**src/rtl/uart_pkg.sv**
```systemverilog
// Shared definitions for the UART receive path: register map, STATUS/CTRL
// bit positions and the receive FSM state encoding.
package uart_pkg;

  // Word offsets on the peripheral bus
  localparam logic [1:0] ADR_DATA   = 2'd0;
  localparam logic [1:0] ADR_STATUS = 2'd1;
  localparam logic [1:0] ADR_CTRL   = 2'd2;

  // STATUS bit positions (count lives in bits [7:4])
  localparam int STAT_VALID = 0;
  localparam int STAT_OVR   = 1;
  localparam int STAT_FERR  = 2;
  localparam int STAT_FULL  = 3;

  // CTRL bit positions
  localparam int CTRL_IRQ_EN = 0;
  localparam int CTRL_FLUSH  = 1;

  typedef enum logic [2:0] {
    RX_IDLE,
    RX_START,
    RX_DATA,
    RX_STOP,
    RX_BREAK
  } rx_state_e;

endpackage

```
**src/rtl/uart_rx_periph_if.sv**
```systemverilog
// Word-wide peripheral bus for the UART receiver.
// Access protocol: the master holds sel high for exactly one cycle per access;
// wren == 0 is a read, any set wren bit is a write. There is no ready/wait:
// every access completes on the clock edge where sel is high, and dout is
// combinational from adr and current register state.
interface uart_rx_periph_if;
  import uart_pkg::*;

  logic        sel;
  logic [3:0]  wren;
  logic [1:0]  adr;
  logic [31:0] di;
  logic [31:0] dout;
  logic        irq;
  rx_state_e   rx_state;  // receive FSM state, for debug observation

  modport master (output sel, wren, adr, di, input dout, irq, rx_state);
  modport slave  (input sel, wren, adr, di, output dout, irq, rx_state);
endinterface

```
**src/rtl/uart_rx_core.sv**
```systemverilog
// 8N1 receive core: two-flop input synchroniser, bit-timing FSM and shift
// register. Emits a one-cycle strobe with the byte on a good stop bit, or a
// framing-error strobe on a bad one. Reusable for any UART instance.
module uart_rx_core
  import uart_pkg::*;
#(
  parameter int CLKS_PER_BIT = 16
) (
  input  logic       clk,
  input  logic       n_reset,
  input  logic       rx,
  output logic [7:0] rx_byte,
  output logic       byte_stb,
  output logic       ferr_stb,
  output rx_state_e  state
);

  localparam int CW = $clog2(CLKS_PER_BIT);
  localparam logic [CW-1:0] CNT_HALF = CW'(CLKS_PER_BIT / 2 - 1);
  localparam logic [CW-1:0] CNT_FULL = CW'(CLKS_PER_BIT - 1);

  logic          sync1, rx_s;
  rx_state_e     state_n;
  logic [CW-1:0] cnt, cnt_n;
  logic [2:0]    idx, idx_n;
  logic [7:0]    sh, sh_n;

  // Synchroniser; resets to idle-high so reset never looks like a start bit
  always_ff @(posedge clk or negedge n_reset) begin
    if (!n_reset) begin
      sync1 <= 1'b1;
      rx_s  <= 1'b1;
    end else begin
      sync1 <= rx;
      rx_s  <= sync1;
    end
  end

  // FSM state, bit counter, bit index and shift register
  always_ff @(posedge clk or negedge n_reset) begin
    if (!n_reset) begin
      state <= RX_IDLE;
      cnt   <= '0;
      idx   <= '0;
      sh    <= '0;
    end else begin
      state <= state_n;
      cnt   <= cnt_n;
      idx   <= idx_n;
      sh    <= sh_n;
    end
  end

  // Next-state logic; the start bit is checked at its middle so later samples
  // land mid-bit, and a high there is treated as a glitch
  always_comb begin
    state_n  = state;
    cnt_n    = cnt;
    idx_n    = idx;
    sh_n     = sh;
    byte_stb = 1'b0;
    ferr_stb = 1'b0;
    case (state)
      RX_IDLE: begin
        if (!rx_s) begin
          state_n = RX_START;
          cnt_n   = '0;
        end
      end
      RX_START: begin
        if (cnt == CNT_HALF) begin
          cnt_n   = '0;
          idx_n   = '0;
          state_n = rx_s ? RX_IDLE : RX_DATA;
        end else begin
          cnt_n = cnt + CW'(1);
        end
      end
      RX_DATA: begin
        if (cnt == CNT_FULL) begin
          cnt_n = '0;
          sh_n  = {rx_s, sh[7:1]};
          idx_n = idx + 3'd1;
          if (idx == 3'd7) state_n = RX_STOP;
        end else begin
          cnt_n = cnt + CW'(1);
        end
      end
      RX_STOP: begin
        if (cnt == CNT_FULL) begin
          cnt_n = '0;
          if (rx_s) begin
            byte_stb = 1'b1;
            state_n  = RX_IDLE;
          end else begin
            ferr_stb = 1'b1;
            state_n  = RX_BREAK;
          end
        end else begin
          cnt_n = cnt + CW'(1);
        end
      end
      RX_BREAK: begin
        // Held-low line must return high before another frame can start
        if (rx_s) state_n = RX_IDLE;
      end
      default: state_n = RX_IDLE;
    endcase
  end

  assign rx_byte = sh;

endmodule

```
**src/rtl/uart_rx_periph.sv**
```systemverilog
// Memory-mapped UART receiver: receive core, byte FIFO, DATA/STATUS/CTRL
// registers and a registered level interrupt.
module uart_rx_periph
  import uart_pkg::*;
#(
  parameter int CLKS_PER_BIT = 16,
  parameter int FIFO_DEPTH   = 4
) (
  input  logic             clk,
  input  logic             n_reset,
  input  logic             rx,
  uart_rx_periph_if.slave  bus
);

  localparam int AW = $clog2(FIFO_DEPTH);

  logic [7:0]  rx_byte;
  logic        byte_stb, ferr_stb;
  logic [7:0]  mem [FIFO_DEPTH];
  logic [AW-1:0] wr_ptr, rd_ptr;
  logic [AW:0] count;
  logic        full, empty;
  logic        rd_acc, wr_acc, pop, push, flush, ovr_set;
  logic        ovr, ferr, irq_en, irq_q;
  logic        clr_ovr, clr_ferr;
  logic [3:0]  cnt_sat;
  logic        unused_bits;

  uart_rx_core #(.CLKS_PER_BIT(CLKS_PER_BIT)) u_core (
    .clk      (clk),
    .n_reset  (n_reset),
    .rx       (rx),
    .rx_byte  (rx_byte),
    .byte_stb (byte_stb),
    .ferr_stb (ferr_stb),
    .state    (bus.rx_state)
  );

  // Bus decode; a pop on a full FIFO frees the slot for a same-cycle push,
  // while a flush discards any push in its cycle
  always_comb begin
    full     = (count == (AW+1)'(FIFO_DEPTH));
    empty    = (count == '0);
    rd_acc   = bus.sel && (bus.wren == 4'd0);
    wr_acc   = bus.sel && bus.wren[0];
    pop      = rd_acc && (bus.adr == ADR_DATA) && !empty;
    flush    = wr_acc && (bus.adr == ADR_CTRL) && bus.di[CTRL_FLUSH];
    push     = byte_stb && !flush && (!full || pop);
    ovr_set  = byte_stb && !flush && full && !pop;
    clr_ovr  = wr_acc && (bus.adr == ADR_STATUS) && bus.di[STAT_OVR];
    clr_ferr = wr_acc && (bus.adr == ADR_STATUS) && bus.di[STAT_FERR];
  end

  // FIFO pointers and occupancy
  always_ff @(posedge clk or negedge n_reset) begin
    if (!n_reset) begin
      wr_ptr <= '0;
      rd_ptr <= '0;
      count  <= '0;
    end else if (flush) begin
      wr_ptr <= '0;
      rd_ptr <= '0;
      count  <= '0;
    end else begin
      if (push) wr_ptr <= wr_ptr + AW'(1);
      if (pop)  rd_ptr <= rd_ptr + AW'(1);
      if (push && !pop)      count <= count + (AW+1)'(1);
      else if (pop && !push) count <= count - (AW+1)'(1);
    end
  end

  // FIFO storage; contents are only visible through count, so no reset
  always_ff @(posedge clk) begin
    if (push) mem[wr_ptr] <= rx_byte;
  end

  // Sticky flags (a new event beats a same-cycle clear), irq enable and irq
  always_ff @(posedge clk or negedge n_reset) begin
    if (!n_reset) begin
      ovr    <= 1'b0;
      ferr   <= 1'b0;
      irq_en <= 1'b0;
      irq_q  <= 1'b0;
    end else begin
      ovr   <= ovr_set  | (ovr  & ~clr_ovr);
      ferr  <= ferr_stb | (ferr & ~clr_ferr);
      irq_q <= irq_en & (!empty | ovr | ferr);
      if (wr_acc && (bus.adr == ADR_CTRL)) irq_en <= bus.di[CTRL_IRQ_EN];
    end
  end

  // Read mux, combinational from adr
  always_comb begin
    cnt_sat  = (32'(count) > 32'd15) ? 4'd15 : 4'(count);
    bus.dout = '0;
    case (bus.adr)
      ADR_DATA:   bus.dout = {24'd0, empty ? 8'd0 : mem[rd_ptr]};
      ADR_STATUS: bus.dout = {24'd0, cnt_sat, full, ferr, ovr, !empty};
      ADR_CTRL:   bus.dout = {31'd0, irq_en};
      default:    bus.dout = '0;
    endcase
  end

  assign bus.irq     = irq_q;
  assign unused_bits = ^{bus.di[31:3], bus.wren[3:1]};

endmodule
```
**src/flat_wrapper.sv**
```systemverilog
// flat-port wrapper written by rule: the top's interface ports become plain ports
module uart_rx_periph_flat import uart_pkg::*;
#(
  parameter int CLKS_PER_BIT = 16,
  parameter int FIFO_DEPTH   = 4
)
  (clk, n_reset, rx, bus_sel, bus_wren, bus_adr, bus_di, bus_dout, bus_irq, bus_rx_state);
  uart_rx_periph_if bus_i ();
  input  logic clk;
  input  logic n_reset;
  input  logic rx;
  input wire logic [$bits(bus_i.sel)-1:0] bus_sel;
  input wire logic [$bits(bus_i.wren)-1:0] bus_wren;
  input wire logic [$bits(bus_i.adr)-1:0] bus_adr;
  input wire logic [$bits(bus_i.di)-1:0] bus_di;
  output wire logic [$bits(bus_i.dout)-1:0] bus_dout;
  output wire logic [$bits(bus_i.irq)-1:0] bus_irq;
  output wire logic [$bits(bus_i.rx_state)-1:0] bus_rx_state;
  assign bus_i.sel = bus_sel;
  assign bus_i.wren = bus_wren;
  assign bus_i.adr = bus_adr;
  assign bus_i.di = bus_di;
  assign bus_dout = bus_i.dout;
  assign bus_irq = bus_i.irq;
  assign bus_rx_state = bus_i.rx_state;
  uart_rx_periph #(.CLKS_PER_BIT(CLKS_PER_BIT), .FIFO_DEPTH(FIFO_DEPTH)) u_core (.clk(clk), .n_reset(n_reset), .rx(rx), .bus(bus_i));
endmodule
```
**config.mk**
```make
export PLATFORM = sky130hd
export DESIGN_NAME = uart_rx_periph_flat
export DESIGN_NICKNAME = d
export VERILOG_FILES = /design/src/rtl/uart_pkg.sv /design/src/rtl/uart_rx_periph_if.sv /design/src/rtl/uart_rx_core.sv /design/src/rtl/uart_rx_periph.sv /design/src/flat_wrapper.sv
export SDC_FILE = /design/constraint.sdc
export NUM_CORES = 1
export LEC_CHECK = 0
export BUFFER_PORTS_ARGS = -buffer_cell sky130_fd_sc_hd__buf_2
export CAP_MARGIN = 25
export CORE_MARGIN = 2
export CORE_UTILIZATION = 30
export DETAILED_ROUTE_END_ITERATION = 8
export HOLD_SLACK_MARGIN = 0.12
export SYNTH_ARGS = -nofsm -noshare
export SYNTH_HDL_FRONTEND = slang
export SYNTH_HIERARCHICAL = 1
export SYNTH_SLANG_ARGS = --single-unit
```
**constraint.sdc**
```tcl
create_clock -name clk -period 2.5 [get_ports clk]
set_input_delay 0.5 -clock clk [delete_from_list [all_inputs] [get_ports clk]]
set_output_delay 0.5 -clock clk [all_outputs]
set_load 0.01 [all_outputs]
```
Word level (Yosys, flattened, before mapping)

Memory sizes are Yosys's and may differ from the RTL's.
Cells that the tools add are included.

ROM bits: 0
Bits in registers: 31
Memories: 1
Memory bits (writable): 32
Latch bits: 0
Word-level logic and storage cells: 113
Input port bits: 42

Equality and inequality tests: 16
Bitwise logic cells: 9
$mul: 0
Shift-type cells: 0
Add/sub/neg operators: 6
Div/mod/pow operators: 0
Reductions and logical operators: 35
Magnitude comparators: 0
Multiplexer cells: 33

Memories:

| memory     | depth | width | rd ports | clocked after Yosys merged registers in | wr ports | line                 | source |
|---|---|---|---|---|---|---|---|
| u_core.mem | 4     | 8     | 1        | 0                                       | 1        | uart_rx_periph.sv:19 | `logic [7:0] mem [FIFO_DEPTH];` |

Operators by type and width:

| operator              | count |
|---|---|
| $mux W3               | 12 |
| $pmux W8 S3           | 1 |
| $logic_and A1 B1 Y1   | 15 |
| $pmux W3 S5           | 1 |
| $mux W4               | 3 |
| $ne A2 B2 Y1 const B  | 6 |
| $pmux W4 S3           | 1 |
| $mux W2               | 5 |
| $eq A3 B3 Y1 const B  | 3 |
| $mux W1               | 8 |
| $mux W8               | 1 |
| $add A3 B1 Y3 const B | 2 |
| $eq A3 B2 Y1 const B  | 2 |
| $logic_not A3 Y1      | 2 |
| $pmux W3 S2           | 1 |
| $reduce_and A6 Y1     | 1 |
| $reduce_bool A2 Y1    | 3 |
| $reduce_bool A3 Y1    | 2 |
| $logic_not A1 Y1      | 5 |
| $add A2 B1 Y2 const B | 2 |
| $add A4 B1 Y4 const B | 1 |
| $eq A4 B3 Y1 const B  | 1 |
| $eq A4 B4 Y1 const B  | 1 |
| $logic_not A4 Y1      | 1 |
| 12 further kinds      | 19 |

Depth between registers and ports, before layout

Gate-level depths: netlist of run 1.

Word-level depth: 11
Depth in mapped cells: 12
Depth with buffers taken out: 11

By module

Netlist of run 1, hierarchy kept.

By module, submodules not included:

| module         | cells an instance | area each (µm²) | seq. area each (µm²) | instances |
|---|---|---|---|---|
| uart_rx_periph | 153               | 2135.8          | 1236.2               | 1 |
| uart_rx_core   | 88                | 1022.2          | 503.0                | 1 |

Worst setup path after synthesis of run 1

No wires, ideal clock.

Path type: reg-to-reg
Start: register u_core.u_core.cnt[0]
End: register u_core.count[1]
Library setup time: 0.073 ns
Required time: 2.427 ns
Slack: -0.121 ns
Stages on the path, launching flop included: 11
Arrival time: 2.548 ns
Cells stage by stage: dfrtp_1 -> ha_1 -> and4b_1 -> nand3_1 -> nor2_1 -> clkbuf_1 -> o21ai_0 -> nor3_1 -> fa_1 -> a211o_1 -> a21oi_2

Cells in the longest elaborated chain, start to end: 8
Elaborated cells on any way between the ends: 11

Ends and longest elaborated chain:

| element                                                        | line                                       | source |
|---|---|---|
| from (decl)                                                    | uart_rx_core.sv:24                         | `logic [CW-1:0] cnt, cnt_n;` |
| from (signal assigned)                                         | uart_rx_core.sv:48                         | `cnt <= cnt_n;` |
| $eq A4 B4 Y1 (*)                                               | uart_rx_core.sv:90                         | `if (cnt == CNT_FULL) begin` |
| $mux W1 (*)                                                    | uart_rx_core.sv:90                         |  |
| $mux W1 (*)                                                    | uart_rx_core.sv:63                         | `case (state)` |
| via u_core.byte_stb                                            | uart_rx_periph.sv:18                       | `logic byte_stb, ferr_stb;` |
| $logic_and A1 B1 Y1 (*) (2 in a row)                           | uart_rx_periph.sv:48                       | `push = byte_stb && !flush && (!full \|\| pop);` |
| $logic_and A1 B1 Y1 / $logic_not A1 Y1 (equally long branches) | uart_rx_periph.sv:67, uart_rx_periph.sv:68 |  |
| $mux W3 / $logic_and A1 B1 Y1 (equally long branches)          | uart_rx_periph.sv:67, uart_rx_periph.sv:68 |  |
| $mux W3 / $reduce_bool A3 Y1 (equally long branches)           | -                                          |  |
| to (signal assigned)                                           | uart_rx_periph.sv:67                       | `if (push && !pop) count <= count + (AW+1)'(1);` |
| to (signal assigned)                                           | uart_rx_periph.sv:68                       | `else if (pop && !push) count <= count - (AW+1)'(1);` |
| to (decl)                                                      | uart_rx_periph.sv:21                       | `logic [AW:0] count;` |

Mark *: on every way through the listed nets, which the timed path passes. The rest lies on a longest branch.
A chain may end at the register's enable or synchronous reset.

Worst setup path after layout of run 1

Start: register u_core.count[0]
End: output port bus_dout[2]

Cells in the longest elaborated chain, start to end: 3

Ends and longest elaborated chain:

| element          | line                 | source |
|---|---|---|
| $logic_not A3 Y1 | uart_rx_periph.sv:43 | `empty = (count == '0);` |
| $mux W8          | uart_rx_periph.sv:97 | `ADR_DATA: bus.dout = {24'd0, empty ? 8'd0 : mem[rd_ptr]};` |
| $pmux W8 S3      | uart_rx_periph.sv:96 | `case (bus.adr)` |
| to (decl)        | flat_wrapper.sv:16   | `output wire logic [$bits(bus_i.dout)-1:0] bus_dout;` |

No other way between the ends.

==> flow_summary.yaml, run 1 <==
placed_design:
  dp_worst_setup_slack_ns: 0.0353
  io_buffers: 24
  place_area_sq_mm: 0.00349
  hpwl_mm: 4.09
  globalplace.congestion: 0.913
synthesis:
  synth_cell_type_count: 56
  synth_warnings: 6
  ys_seq_area_frac: 0.551
  asyncSetResetFlopFracSynth: 0.492
  avgSynthCellArea_sq_um: 13.1
  ys.flop_type: "edfxtp_1"
  synth-edff-count: 32
  yosys_register_bits: 63
  netlist_area_sq_mm: 0.00316
  synthCells: 241
die:
  rows: 37
  coreArea_sq_mm: 0.0103
  die_h_microns: 107
  dieArea_sq_mm: 0.0114
  io_pins: 78
  die_w_microns: 107
  start_util: 0.307
detailed_routing:
  drt_iter0_drc: 104
  drt-total-wl_mm: 5.89
  routed_via_density: 4.63
  drcViolationCount: 0
  vias: 1969
  avgRoutedWirePerCell_microns: 13.9
  postRouteAntennaNets: 0
  dr.pass1.iters: 4
power_and_ir_drop:
  power.density_mw_per_mm2: 811
  p_leak_nw: 1.62
  power_mw: 2.98
  peakVddDrop_mv: 0.271
setup_path:
  start_kind: "register"
  critical-path-slowest-cell: "or3_4"
  worstSetupStartpoint: "u_core/count[0]$_DFFE_PN0P_"
  crit_path_end: "bus_dout[2]"
  reg2reg_slack_ns: 0.21
  path_buf_inv: 1
  worst_r2r_endpoint: "u_core/count[1]$_DFFE_PN0P_"
  required_ns: 2.00
  cp.depth: 4
  cpPeakStageDelay_ns: 0.45
  critical-path-top-delay-family: "simple AND/OR/NAND/NOR gates"
  reg2reg_depth: 9
  reg2reg_from: "u_core/u_core/cnt[1]$_DFFE_PN0P_"
  cp_max_fo: 6
  crit_chain: "or3_4, and2_1, a22o_1, buf_2"
  crit_path_end_kind: "output pin"
  crit_type: "register to output pin"
  critical_path_arrival_ns: 1.84
run:
  cap_violations: 0
timing:
  finalHoldViolations: 0
  fin_skew_ns: 0.00847
  finalSetupTns_ns: 0
  period_minus_slack_ns: 2.34
  max_freq_ghz: 0.428
  max_slew_margin: 0.497
  setup_ws_ns: 0.162
  drv_slew: 0
  min_period_over_period: 0.935
  tightest_slew_ns: 0.755
  rsz0062_at_grt: "no"
  finalSetupViolCount: 0
cells_and_area:
  area_growth_pct: 16.5
  num_antenna_cells: 0
  finalNetCount: 334
  multi_input_area_sq_mm: 0.00122
  drive_above_1_share: 0.291
  nFillCells: 999
  seq_area_sq_mm: 0.00174
  fin_util: 0.358
  fin_area_sq_mm: 0.00368
grt:
  grt_usage: 0.114
  gr-total-overflow: 0
  grt_max_degree: 32
  antenna_found_initial: 0
  grt_pass1_vias: 2041
  grt_pass1_wl_mm: 9.91
clock_tree:
  cts_sinks: 63
  cts_root_buf: "clkbuf_8"
  clk_pin_slew_worst_paths_ns: 0.07
  cts_setup_buffers: 0
  numCtsBuffers: 9
  cts_max_level: 3
  clkLatencyLatePin_ns: 0.34
  cts_tree: "yes"
  cts_buffer_depth: 2
  ctsHoldBuffers: 0
min_path:
  min_path_type: "input pin to asynchronous set/reset pin"
status:
  status: "completed"
sequential cells by signal, indices dropped and copies added, names as in the netlist, 2 cells and up:
signal                 cells
u_core/count               3
u_core/mem                32
u_core/rd_ptr              2
u_core/u_core/cnt          4
u_core/u_core/idx          3
u_core/u_core/rx_byte      8
u_core/u_core/state        3
u_core/wr_ptr              2
worst reg2reg max path: stages, from the launching register on:
cell and delay (ns):
dfrtp_1 0.37, ha_2 0.19, and4b_1 0.22, nand3_1 0.15, nor2_4 0.16, o21ai_1 0.12, nor3_2 0.16, fa_1 0.46
a211o_1 0.28, a21oi_2 0.12
what timing repair did:
action / CTS / global route
setup endpoints to repair: 1 / 2
gates resized for setup: 1 / 3
pin swaps: 0 / 2
cell usage after synthesis, types with 3 or more instances:
cell / number / area [sq um]
nand4_1: 3 / 18.8
buf_2: 3 / 15.0
buf_6: 4 / 45.0
and2_1: 5 / 31.3
nand2_1: 8 / 30.0
mux4_2: 8 / 180
ha_1: 7 / 87.6
buf_4: 24 / 180
mux2_1: 8 / 90.1
nor2_1: 13 / 48.8
edfxtp_1: 32 / 961
nand3_1: 3 / 15.0
mux2i_1: 4 / 40.0
xnor2_1: 4 / 35.0
nor2b_1: 4 / 25.0
a211oi_1: 5 / 37.5
a21oi_1: 7 / 35.0
inv_1: 11 / 41.3
dfrtp_1: 29 / 726
a22o_1: 5 / 43.8
nor3b_1: 3 / 22.5
nand3b_1: 3 / 22.5
o21ai_0: 4 / 20.0
clkbuf_1: 4 / 15.0
stage by stage:
stage,hold slack (ns),cells
final,0.224,425
after global routing,0.240,425
after CTS,0.238,425
after detailed placement,0.347,409
after global placement,0.347,409
after floorplan,0.204,264
cell type report:
type,instances,area share
repair buffers,45,0.0891
flip-flops and latches,63,0.473
inverters,11,0.0112
well taps,136,0.0462
clock inverters,6,0.0119
multi-input cells,154,0.332
clock buffers,10,0.0374
metal layers:
layer | wire length [microns] | global-route usage
met5 | 0 | 0
met3 | 332 | 0.0353
met1 | 2750 | 0.147
met2 | 2660 | 0.172
met4 | 149 | 0.0566
power breakdown:
| part | internal [mW] | total [mW] | switching, mW | leakage [nW] |
|---|---|---|---|---|
| sequential | 1.20 | 1.30 | 0.0976 | 0.769 |
| clock | 0.389 | 0.797 | 0.408 | 0.0926 |
| combinational | 0.420 | 0.885 | 0.464 | 0.761 |
kinds of logic (layout without fill, tap and decap cells):
| logic type | count (synthesis) | in the layout | share of synthesized area |
|---|---|---|---|
| DFF | 63 | 63 | 0.551 |
| and+or+nand+nor | 57 | 57 | 0.108 |
| buffers and inverters | 47 | 72 | 0.0951 |
| AOI/OAI and AO/OA | 37 | 37 | 0.0876 |
| muxes | 22 | 22 | 0.107 |
| adders and majority gates | 8 | 8 | 0.0341 |
| xor gates and xnor gates | 6 | 6 | 0.0166 |
| other | 1 | 24 | 0.00119 |
cells in the final DEF, fill, tap and decap left out, types with 3 or more instances in the layout:
cell / n
and2_1: 5
nor3b_1: 3
buf_12: 4
conb_1: 24
clkbuf_8: 10
buf_4: 17
edfxtp_1: 32
mux2i_1: 4
nand3_1: 3
a21oi_1: 7
a211oi_1: 5
nand3b_1: 3
o21ai_0: 3
buf_2: 24
nand2_1: 8
xnor2_1: 4
nor2_1: 12
nand4_1: 3
mux4_2: 8
inv_1: 11
dfrtp_1: 29
ha_1: 6
nor2b_1: 4
mux2_1: 8
a22o_1: 5
worst min path at each step:
stage          slack (ns)  cells after the start                          start                                   end
2_1_floorplan        0.20                      0                        n_reset              u_core/bus.irq$_DFF_PN0_
3_3_place_gp         0.35                      0  u_core/u_core/sync1$_DFF_PN1_          u_core/u_core/rx_s$_DFF_PN1_
5_1_grt              0.24                      1                             rx         u_core/u_core/sync1$_DFF_PN1_
3_5_place_dp         0.35                      0  u_core/u_core/sync1$_DFF_PN1_          u_core/u_core/rx_s$_DFF_PN1_
6_report             0.22                      1                        n_reset  u_core/u_core/rx_byte[2]$_DFFE_PN0P_
4_1_cts              0.24                      1                        n_reset  u_core/u_core/rx_byte[0]$_DFFE_PN0P_
No activity file was read; power rests on OpenSTA's default activity.
==> run 2, diff against run 1 <==
Settings changed: MAX_ROUTING_LAYER set to met4, RECOVER_POWER set to 25.
Clock period 2.5 ns to 2.8 ns, I/O delays scaled along.
==> run 2 against run 1 <==
  * Die area unchanged
  * Sequential cell count unchanged
  * Clock skew decreased by 0.00092 ns
  * Largest cell class unchanged
==> flow_summary.yaml, run 2 (synthesized netlist as in run 1, its figures left out) <==
die:
  dieArea_sq_mm: 0.0114
  die_h_microns: 107
  start_util: 0.307
  die_w_microns: 107
  io_pins: 78
  rows: 37
  coreArea_sq_mm: 0.0103
cells_and_area:
  area_growth_pct: 12.6
  num_antenna_cells: 0
  finalNetCount: 324
  finalNonFillerCells: 415
  fin_area_sq_mm: 0.00356
  mostFrequentLayoutCells: "edfxtp_1 (32), dfrtp_1 (29), buf_2 (24), conb_1 (24), nor2_1 (12)"
  largest_register: "u_core/mem"
  multi_input_area_sq_mm: 0.00121
  largest_reg_flops: 32
  drive_above_1_share: 0.258
  nFillCells: 991
  seq_area_sq_mm: 0.00174
  layout_commonest_cell: "edfxtp_1"
setup_path:
  crit_type: "register to register"
  required_ns: 3.07
  start_kind: "register"
  crit_path_end_kind: "register"
  critical_path_arrival_ns: 2.90
  cp_max_fo: 5
run:
  cap_violations: 0
timing:
  max_freq_ghz: 0.380
  drv_slew: 0
  finalHoldViolations: 0
  max_slew_margin: 0.501
  min_period_over_period: 0.940
  period_minus_slack_ns: 2.63
  fin_skew_ns: 0.00755
  rsz0062_at_grt: "no"
  finalSetupTns_ns: 0
  tightest_slew_ns: 0.748
  finalSetupViolCount: 0
clock_tree:
  cts_tree: "yes"
  clkLatencyLatePin_ns: 0.34
  cts_sinks: 63
  cts_buffer_depth: 2
  cts_setup_buffers: 0
  clk_pin_slew_worst_paths_ns: 0.07
  cts_max_level: 3
  numCtsBuffers: 9
  cts_root_buf: "clkbuf_8"
detailed_routing:
  dr.pass1.iters: 4
  postRouteAntennaNets: 0
  drt_iter0_drc: 125
  vias: 1945
  drt-total-wl_mm: 5.80
  routed_via_density: 4.69
  drcViolationCount: 0
  avgRoutedWirePerCell_microns: 14.0
grt:
  grt_pass1_vias: 1951
  grt_usage: 0.113
  antenna_found_initial: 0
  gr-total-overflow: 0
  grt_pass1_wl_mm: 9.58
  grt_max_degree: 32
placed_design:
  hpwl_mm: 4.05
  globalplace.congestion: 0.867
  io_buffers: 24
  dp.cells: 399
  place_area_sq_mm: 0.00336
power_and_ir_drop:
  power.density_mw_per_mm2: 753
  p_leak_nw: 1.56
  peakVddDrop_mv: 0.222
status:
  status: "completed"
min_path:
  min_path_type: "input pin to asynchronous set/reset pin"
## run 2: repair_timing
item                                    4_1_cts  5_1_grt
hold buffers                                  0        0
endpoints found under the setup margin        0        1
resized for setup                             0        1
## run 2: layout make-up
class | count | share of cell area
flip-flops and latches | 63 | 0.489
multi-input cells | 154 | 0.339
well taps | 136 | 0.0478
inverters | 11 | 0.0116
clock buffers | 9 | 0.0348
repair buffers | 35 | 0.0570
clock inverters | 7 | 0.0204
## run 2: layer usage
| layer | track usage | wire (microns) |
|---|---|---|
| met4 | 0.0594 | 74 |
| met3 | 0.0292 | 341 |
| met5 | - | 0 |
| met2 | 0.172 | 2700 |
| met1 | 0.138 | 2680 |
## run 2: final timing paths
| check | startpoint | endpoint | slack [ns] | depth (start not counted) |
|---|---|---|---|---|
| max | u_core/u_core/cnt[0]$_DFFE_PN0P_ | u_core/count[1]$_DFFE_PN0P_ | 0.17 | 9 |
| min | n_reset | u_core/u_core/rx_byte[0]$_DFFE_PN0P_ | 0.29 | 1 |
| max reg2reg | u_core/u_core/cnt[0]$_DFFE_PN0P_ | u_core/count[1]$_DFFE_PN0P_ | 0.17 | 9 |
| min reg2reg | u_core/u_core/sync1$_DFF_PN1_ | u_core/u_core/rx_s$_DFF_PN1_ | 0.36 | 0 |
| max in group asynchronous | n_reset | u_core/count[2]$_DFFE_PN0P_ | 2.03 | 1 |
| min in group clk | rx | u_core/u_core/sync1$_DFF_PN1_ | 0.32 | 1 |
## run 2: stage by stage
step	hold slack (ns)	util	power [mW]	setup WS, ns
finish	0.287	0.346	2.68	0.167
global route	0.306	0.346	2.86	0.0496
CTS	0.296	0.346	2.71	0.121
detailed placement	0.347	0.327	1.93	0.160
global placement	0.346	0.327	1.90	0.246
floorplan	0.264	-	1.77	0.179
## run 2: critical path: stages (launching register included)
cell and delay [ns]:
dfrtp_1 0.42, ha_1 0.18, and4b_1 0.23, nand3_1 0.15, nor2_2 0.21, o21ai_0 0.21
nor3_1 0.28, fa_1 0.48, a211o_1 0.29, a21oi_2 0.13
## run 2: report_power, final
| group | switching [mW] | internal [mW] | total [mW] | leakage, nW |
|---|---|---|---|---|
| Combinational | 0.382 | 0.344 | 0.726 | 0.698 |
| Clock | 0.357 | 0.412 | 0.769 | 0.0956 |
| Sequential | 0.108 | 1.07 | 1.18 | 0.769 |
